**config.mk**
```make
export PLATFORM = sky130hd
export DESIGN_NAME = pwm_mode_ctrl_flat
export DESIGN_NICKNAME = d
export VERILOG_FILES = /design/src/rtl/pwm_mode_ctrl_if.sv /design/src/rtl/pwm_mode_ctrl.sv /design/src/flat_wrapper.sv
export SDC_FILE = /design/constraint.sdc
export NUM_CORES = 1
export LEC_CHECK = 0
export CORE_MARGIN = 4
export CORE_UTILIZATION = 49
export CTS_CLUSTER_DIAMETER = 100
export DETAILED_ROUTE_END_ITERATION = 8
export PLACE_DENSITY = 0.83
export RECOVER_POWER = 100
export SETUP_SLACK_MARGIN = 0.05
export SLEW_MARGIN = 20
export SYNTH_ARGS = -nofsm -noshare
export SYNTH_HDL_FRONTEND = slang
export SYNTH_SLANG_ARGS = --single-unit
export TNS_END_PERCENT = 1
```
**constraint.sdc**
```tcl
create_clock -name clk -period 2.5 [get_ports clk]
set_clock_uncertainty 0.1 [all_clocks]
set_input_delay 0.5 -clock clk [delete_from_list [all_inputs] [get_ports clk]]
set_output_delay 0.5 -clock clk [all_outputs]
set_load 0.005 [all_outputs]
```
**src/rtl/pwm_mode_ctrl_if.sv**
```systemverilog
// rtl/pwm_mode_ctrl_if.sv - configuration handshake between the mode controller and the PWM core
interface pwm_mode_ctrl_if;
  logic [31:0] cfg_period;
  logic [31:0] cfg_high;
  logic        cfg_valid;
  logic        cfg_ready;

  modport master (output cfg_period, output cfg_high, output cfg_valid, input cfg_ready);
  modport slave  (input cfg_period, input cfg_high, input cfg_valid, output cfg_ready);
endinterface

```
**src/rtl/pwm_mode_ctrl.sv**
```systemverilog
// rtl/pwm_mode_ctrl.sv - key debounce, 50/60 Hz mode select and PWM config offer
module pwm_mode_ctrl #(
  parameter int unsigned CLK_HZ          = 50000000,
  parameter int unsigned DEBOUNCE_CYCLES = 1000000,
  parameter int unsigned DUTY_PCT        = 25
) (
  input  logic                  clk,
  input  logic                  rst,
  input  logic                  key0,
  input  logic                  key1,
  pwm_mode_ctrl_if.master       cfg,
  output logic                  led0,
  output logic                  led1,
  output logic                  busy
);

  localparam longint unsigned P0L = 64'(CLK_HZ) / 64'd50;
  localparam longint unsigned P1L = 64'(CLK_HZ) / 64'd60;
  localparam longint unsigned H0L = (P0L * 64'(DUTY_PCT)) / 64'd100;
  localparam longint unsigned H1L = (P1L * 64'(DUTY_PCT)) / 64'd100;
  localparam logic [31:0] P0 = 32'(P0L);
  localparam logic [31:0] P1 = 32'(P1L);
  localparam logic [31:0] H0 = 32'(H0L);
  localparam logic [31:0] H1 = 32'(H1L);

  localparam int CW = $clog2(DEBOUNCE_CYCLES + 1);
  localparam logic [CW-1:0] DEB_MAX = CW'(DEBOUNCE_CYCLES);

  typedef enum logic {IDLE, OFFER} state_t;

  state_t             state_q, state_d;
  logic [1:0]         sync1_q, sync1_d;
  logic [1:0]         sync2_q, sync2_d;
  logic [1:0][CW-1:0] cnt_q, cnt_d;
  logic [1:0]         pressed;
  logic [1:0]         pressed_prev_q, pressed_prev_d;
  logic [1:0]         key_ev;
  logic               req_mode_q, req_mode_d;
  logic               offer_mode_q, offer_mode_d;
  logic               applied_mode_q, applied_mode_d;
  logic               applied_vld_q, applied_vld_d;
  logic               cfg_valid_q, cfg_valid_d;
  logic [31:0]        cfg_period_q, cfg_period_d;
  logic [31:0]        cfg_high_q, cfg_high_d;

  // Synchronize both keys, then count consecutive low samples per key.
  always_comb begin
    sync1_d        = {key1, key0};
    sync2_d        = sync1_q;
    cnt_d          = cnt_q;
    pressed        = '0;
    for (int i = 0; i < 2; i++) begin
      pressed[i] = (cnt_q[i] == DEB_MAX);
      if (sync2_q[i]) begin
        cnt_d[i] = '0;
      end else if (cnt_q[i] != DEB_MAX) begin
        cnt_d[i] = cnt_q[i] + 1'b1;
      end
    end
    pressed_prev_d = pressed;
    key_ev         = pressed & ~pressed_prev_q;
    req_mode_d     = req_mode_q;
    if (key_ev == 2'b01) req_mode_d = 1'b0;
    if (key_ev == 2'b10) req_mode_d = 1'b1;
  end

  always_comb begin
    state_d        = state_q;
    offer_mode_d   = offer_mode_q;
    applied_mode_d = applied_mode_q;
    applied_vld_d  = applied_vld_q;
    cfg_valid_d    = cfg_valid_q;
    cfg_period_d   = cfg_period_q;
    cfg_high_d     = cfg_high_q;
    case (state_q)
      IDLE: begin
        if ((req_mode_q != applied_mode_q) || !applied_vld_q) begin
          state_d      = OFFER;
          offer_mode_d = req_mode_q;
          cfg_valid_d  = 1'b1;
          cfg_period_d = req_mode_q ? P1 : P0;
          cfg_high_d   = req_mode_q ? H1 : H0;
        end
      end
      OFFER: begin
        // Payload is frozen here; new requests only move req_mode.
        if (cfg_valid_q && cfg.cfg_ready) begin
          state_d        = IDLE;
          cfg_valid_d    = 1'b0;
          applied_mode_d = offer_mode_q;
          applied_vld_d  = 1'b1;
        end
      end
      default: state_d = IDLE;
    endcase
  end

  always_ff @(posedge clk) begin
    if (rst) begin
      state_q        <= IDLE;
      sync1_q        <= 2'b11;
      sync2_q        <= 2'b11;
      cnt_q          <= '0;
      pressed_prev_q <= '0;
      req_mode_q     <= 1'b0;
      offer_mode_q   <= 1'b0;
      applied_mode_q <= 1'b0;
      applied_vld_q  <= 1'b0;
      cfg_valid_q    <= 1'b0;
      cfg_period_q   <= '0;
      cfg_high_q     <= '0;
    end else begin
      state_q        <= state_d;
      sync1_q        <= sync1_d;
      sync2_q        <= sync2_d;
      cnt_q          <= cnt_d;
      pressed_prev_q <= pressed_prev_d;
      req_mode_q     <= req_mode_d;
      offer_mode_q   <= offer_mode_d;
      applied_mode_q <= applied_mode_d;
      applied_vld_q  <= applied_vld_d;
      cfg_valid_q    <= cfg_valid_d;
      cfg_period_q   <= cfg_period_d;
      cfg_high_q     <= cfg_high_d;
    end
  end

  assign cfg.cfg_period = cfg_period_q;
  assign cfg.cfg_high   = cfg_high_q;
  assign cfg.cfg_valid  = cfg_valid_q;
  assign led0           = applied_vld_q & ~applied_mode_q;
  assign led1           = applied_vld_q & applied_mode_q;
  assign busy           = (state_q == OFFER);

endmodule
```
**src/flat_wrapper.sv**
```systemverilog
// flat-port wrapper written by rule: the top's interface ports become plain ports
module pwm_mode_ctrl_flat 
#(
  parameter int unsigned CLK_HZ          = 50000000,
  parameter int unsigned DEBOUNCE_CYCLES = 1000000,
  parameter int unsigned DUTY_PCT        = 25
)
  (clk, rst, key0, key1, led0, led1, busy, cfg_cfg_period, cfg_cfg_high, cfg_cfg_valid, cfg_cfg_ready);
  pwm_mode_ctrl_if cfg_i ();
  input  logic clk;
  input  logic rst;
  input  logic key0;
  input  logic key1;
  output logic led0;
  output logic led1;
  output logic busy;
  output wire logic [$bits(cfg_i.cfg_period)-1:0] cfg_cfg_period;
  output wire logic [$bits(cfg_i.cfg_high)-1:0] cfg_cfg_high;
  output wire logic [$bits(cfg_i.cfg_valid)-1:0] cfg_cfg_valid;
  input wire logic [$bits(cfg_i.cfg_ready)-1:0] cfg_cfg_ready;
  assign cfg_cfg_period = cfg_i.cfg_period;
  assign cfg_cfg_high = cfg_i.cfg_high;
  assign cfg_cfg_valid = cfg_i.cfg_valid;
  assign cfg_i.cfg_ready = cfg_cfg_ready;
  pwm_mode_ctrl #(.CLK_HZ(CLK_HZ), .DEBOUNCE_CYCLES(DEBOUNCE_CYCLES), .DUTY_PCT(DUTY_PCT)) u_core (.clk(clk), .rst(rst), .key0(key0), .key1(key1), .cfg(cfg_i), .led0(led0), .led1(led1), .busy(busy));
endmodule
```
; ---- Yosys cells after proc, flatten, opt, wreduce, memory -nomap -nowiden
; Index checks and enable logic that the tools add are counted.
[totals]
inputBits = 5
regBits = 116
word_cells = 49
output_inout_bits = 68
[op_classes]
n_addsub = 2
n_reduce_logical = 9
n_mux = 10
eq_ne = 9
bitwise_logic = 6
[op_table]
columns = cell, n
row1 = $add 20x1->20 const B, 2
row2 = $eq 20x20->1 const B, 2
row3 = $ne 20x20->1 const B, 2
row4 = $mux 18, 1
row5 = $mux 16, 1
row6 = $mux 1, 6
row7 = $reduce_and 2->1, 3
row8 = $pmux 1 s2, 2
row9 = $reduce_or 2->1, 2
row10 = $and 1x1->1, 2
row11 = $and 2x2->2, 1
row12 = $eq 2x1->1 const B, 1
row13 = $eq 2x2->1 const B, 1
row14 = $ne 2x1->1 const B, 1
row15 = $ne 2x2->1 const B, 1
row16 = $not 1->1, 2
row17 = $not 2->2, 1
row18 = $reduce_bool 2->1, 1
row19 = $logic_and 1x1->1, 1
row20 = $logic_not 1->1, 1
row21 = $logic_or 1x1->1, 1
row22 = $ne 1x1->1, 1

; ---- Depth between registers and ports, before layout
[depth]
ltp_word = 5
mapped_depth = 9
ltp_nobuf = 9

; ---- Worst setup path after synthesis
; OpenSTA, ideal clock, no wires.
[synth_timing]
path_type = flip-flop to flip-flop
from = register u_core.cnt_q[0] in the netlist's numbering
to = register u_core.req_mode_q
setup_ns = 0.128
n_path_buf = 0
arrival_ns = 1.809
required_ns = 2.272
path_slack_ns = 0.464
stages_incl_launch_ff = 9
period_less_slack_ns = 2.036
path_cell_list = dfxtp_1 -> inv_1 -> ha_1 -> nor4b_1 -> nand3_1 -> or3_1 -> ha_1 -> mux2i_1 -> nor2_1
[synth_via]
elab_chain_len = 4
elab_cells_between_ends = 6
classes_between = eq/ne: 3 / mux: 1 / bitwise: 1 / reduce/logical: 1
[synth_rtl]
columns = item, line
row1 = "start, declared", pwm_mode_ctrl.sv:34  ; logic [1:0][CW-1:0] cnt_q, cnt_d;
row2 = "start signal, assigned", pwm_mode_ctrl.sv:116  ; cnt_q <= cnt_d;
row3 = $eq 20x20->1 (*), pwm_mode_ctrl.sv:53  ; pressed[i] = (cnt_q[i] == DEB_MAX);
row4 = $and 2x2->2 (*), pwm_mode_ctrl.sv:61  ; key_ev = pressed & ~pressed_prev_q;
row5 = $eq 2x2->1 or $eq 2x1->1 (tied branches), "pwm_mode_ctrl.sv:64, pwm_mode_ctrl.sv:63"
row6 = $mux 1 or $reduce_bool 2->1 (tied branches), -
row7 = "end signal, assigned", pwm_mode_ctrl.sv:118  ; req_mode_q <= req_mode_d;
row8 = "end, declared", pwm_mode_ctrl.sv:38  ; logic req_mode_q, req_mode_d;
; Mark *: on every way between the ends. The rest lies on a longest branch, timed or not.
; A chain may end at the register's enable or synchronous reset.

; ---- Worst setup path after layout
; Same ends and word-level chain as after synthesis.

==> metrics.md <==
| Metric | Value |
|---|---|
| Type of the worst setup path | reg -> reg |
| Die area | 0.00721 mm² |
| Worst-margin pin slew | 1130 ps |
| Drt first pass iters | 4 |
| Fin crit period | 2280 ps |
| Clk sinks | 54 |
| Starting Density | 51.7% |
| Worst rel slew slack | 24.9% |
| Setup tns final | 0 ps |
| Post-DP HPWL | 3840 µm |
| Ys async rst share | 0% |
| Final setup fails | 0 |
| Layout Nets | 358 |
| CP Max Fanout | 5 |
| Root buffer cell | clkbuf_8 |
| Area Overhead vs Synth | 7.73% |
| Sequential share of the synthesized area | 37.3% |
| Initial antenna violation count | 0 |
| Core Area | 0.00561 mm² |
| Largest net degree at the start of global routing | 21 |
| Kind of end point of the critical path | register |
| DP Worst Slack | 262 ps |
| Yosys reg bits | 54 |
| GRT Total Usage | 14.0% |
| Row cnt | 27 |
| Port Buf Inserts | 39 |
| I/O Pins | 73 |
| Clock buffer count from CTS | 5 |
| Final Max Slew Viols | 0 |
| DRT antenna net count | 0 |
| Final GP Congestion | 0.758 |
| Initial DRC Count | 148 |
| Synth Instances | 337 |
| Mean post-synth cell area | 8.60 µm² |
| P per Cell Area | 503 mW/mm² |
| Number of flops mapped to enable cells by yosys | 0 |
| Via count | 2158 |
| Yosys cell types | 38 |
| Vias in the first global route | 1916 |
| Die Wd | 84.9 µm |
| Synthesized cell area | 0.00290 mm² |
| Ratio of cells with drive above 1 in the final layout | 5.16% |
| Unrepaired setup endpoints after global routing | false |
| Worst EP required | 2600 ps |
| Startpoint types | register |
| Hold_buf cts | 0 |
| Top FF cell, synth | dfxtp_1 |
| Max Root-Sink Buffers | 2 |
| Period utilisation layout | 91.2% |
| Gr ovfl total | 0 |
| Worst VDD drop | 281 µV |
| Setup Buffers After CTS | 0 |
| Synth warnings | 0 |
| CP arrival | 2380 ps |
| TritonCTS clock tree | done |
| FMAX | 439 MHz |
| Clock-pin slew on the worst setup and hold paths | 100 ps |
| Ant diodes | 0 |
| Leak | 1.20 nW |
| Hold WS | 322 ps |
| First-pass GRT wire length | 8720 µm |
| Worst setup margin | 221 ps |
| Worst min path class | reg -> reg |
| Routed len/inst | 12.2 µm |
| Cts repair resizes | 0 |
| DR DRC count | 0 |
| MaxCap Viol Count | 0 |
| H-tree Lvls | 2 |
| Clock Latency Late Sink | 300 ps |
| Via-to-Cell Ratio | 5.13 |
| Die H | 84.9 µm |
| Endpoints failing hold | 0 |
| Routed WL | 5150 µm |
| Outcome | finished clean |
## synthesized netlist by cell type (3+ instances only)
cell | instances | area [µm²]
nor2_1 | 37 | 139
dfxtp_1 | 54 | 1080
nor3_1 | 5 | 25.0
o31ai_1 | 6 | 45.0
nand3_1 | 17 | 85.1
nand4_1 | 8 | 50.1
or2_2 | 7 | 43.8
nand2_1 | 14 | 52.6
o21ai_0 | 6 | 30.0
and4_1 | 7 | 61.3
buf_4 | 62 | 465
nor4_1 | 5 | 31.3
and3_1 | 5 | 31.3
nor4b_1 | 5 | 43.8
mux2i_1 | 6 | 60.1
a21oi_1 | 16 | 80.1
xor2_1 | 10 | 87.6
clkbuf_1 | 4 | 15.0
or3_1 | 5 | 31.3
inv_1 | 12 | 45.0
xnor2_1 | 14 | 123
ha_1 | 5 | 62.6
or4_1 | 7 | 52.6
nor2b_1 | 3 | 18.8
## critical path, cell delays in order (launching register included)
cell     delay [ps]
dfxtp_1         370
inv_1            90
ha_1            130
nor4b_1         290
nand3_1         210
or3_1           400
ha_1            310
mux2i_1         220
nor2_1           50
## routing by layer
layer | up-vias | routed length, µm | global-route usage [%]
met4 | 0 | 25 | 2.16
li1 | 1081 | - | -
met5 | - | 0 | 0
met2 | 70 | 2550 | 24.4
met1 | 1005 | 2280 | 18.1
met3 | 2 | 299 | 2.82
## logic make-up (layout without fill, tap and decap cells)
family	Yosys count	after routing	share of synthesized area (%)
other cells	1	33	0.129
simple gates	132	132	25.1
mux	6	6	2.07
compound gates	33	33	6.82
xor+xnor	24	24	7.25
buf+inv	82	62	19.1
flops	54	54	37.3
fa+ha+maj	5	5	2.16
## sequential cells by signal, summed over array words and instances (netlist names), 2 cells and up
signal	count
u_core.pressed_prev_q	2
u_core.sync2_q	2
u_core.sync1_q	2
u_core.cnt_q	40
u_core.cfg.cfg_high	3
## metrics by stage
stage / power [W] / cells / cell area (µm²) / utilization, %
global route: 0.00163 / 421 / 3120 / 55.7
CTS: 0.00160 / 421 / 3130 / 55.8
detailed placement: 0.00101 / 413 / 3010 / 53.7
finish: 0.00157 / 421 / 3120 / 55.7
global placement: 0.00101 / 413 / 3010 / 53.7
floorplan: 0.00101 / 369 / 3020 / -
## cell type report
type / count / area (µm²)
Timing Repair Buffer: 42 / 405
Fill cell: 529 / 2490
Clock buffer: 5 / 68.8
Sequential cell: 54 / 1080
Multi-Input combinational cell: 233 / 1380
Tap cell: 72 / 90.1
Inverter: 12 / 45.0
Clock inverter: 3 / 48.8
## power by group
part	leakage [nW]	total, W	internal (W)	switching [W]
clock	0.0563	0.000593	0.000305	0.000288
sequential	0.437	0.000882	0.000871	0.0000109
combinational	0.703	0.0000950	0.0000492	0.0000458
## final timing paths
| check | startpoint | cells past startpoint | slack [ps] | endpoint |
|---|---|---|---|---|
| worst max-delay path | u_core.cnt_q[0] | 8 | 220 | u_core.req_mode_q |
| worst min-delay path | u_core.sync1_q[1] | 1 | 320 | u_core.sync2_q[1] |
| worst max register to register | u_core.cnt_q[0] | 8 | 220 | u_core.req_mode_q |
| worst min register to register | u_core.sync1_q[1] | 1 | 320 | u_core.sync2_q[1] |
## layout by cell type (no fill, tap or decap), drive strengths merged, types with 10 or more instances in the layout
cell         instances
a21oi               16
dfxtp               54
nand4               10
xor2                10
xnor2               14
inv                 13
nor2                37
conb                33
nand2               14
dlygate4sd3         36
nand3               17
(Power assumes the default switching activity.)
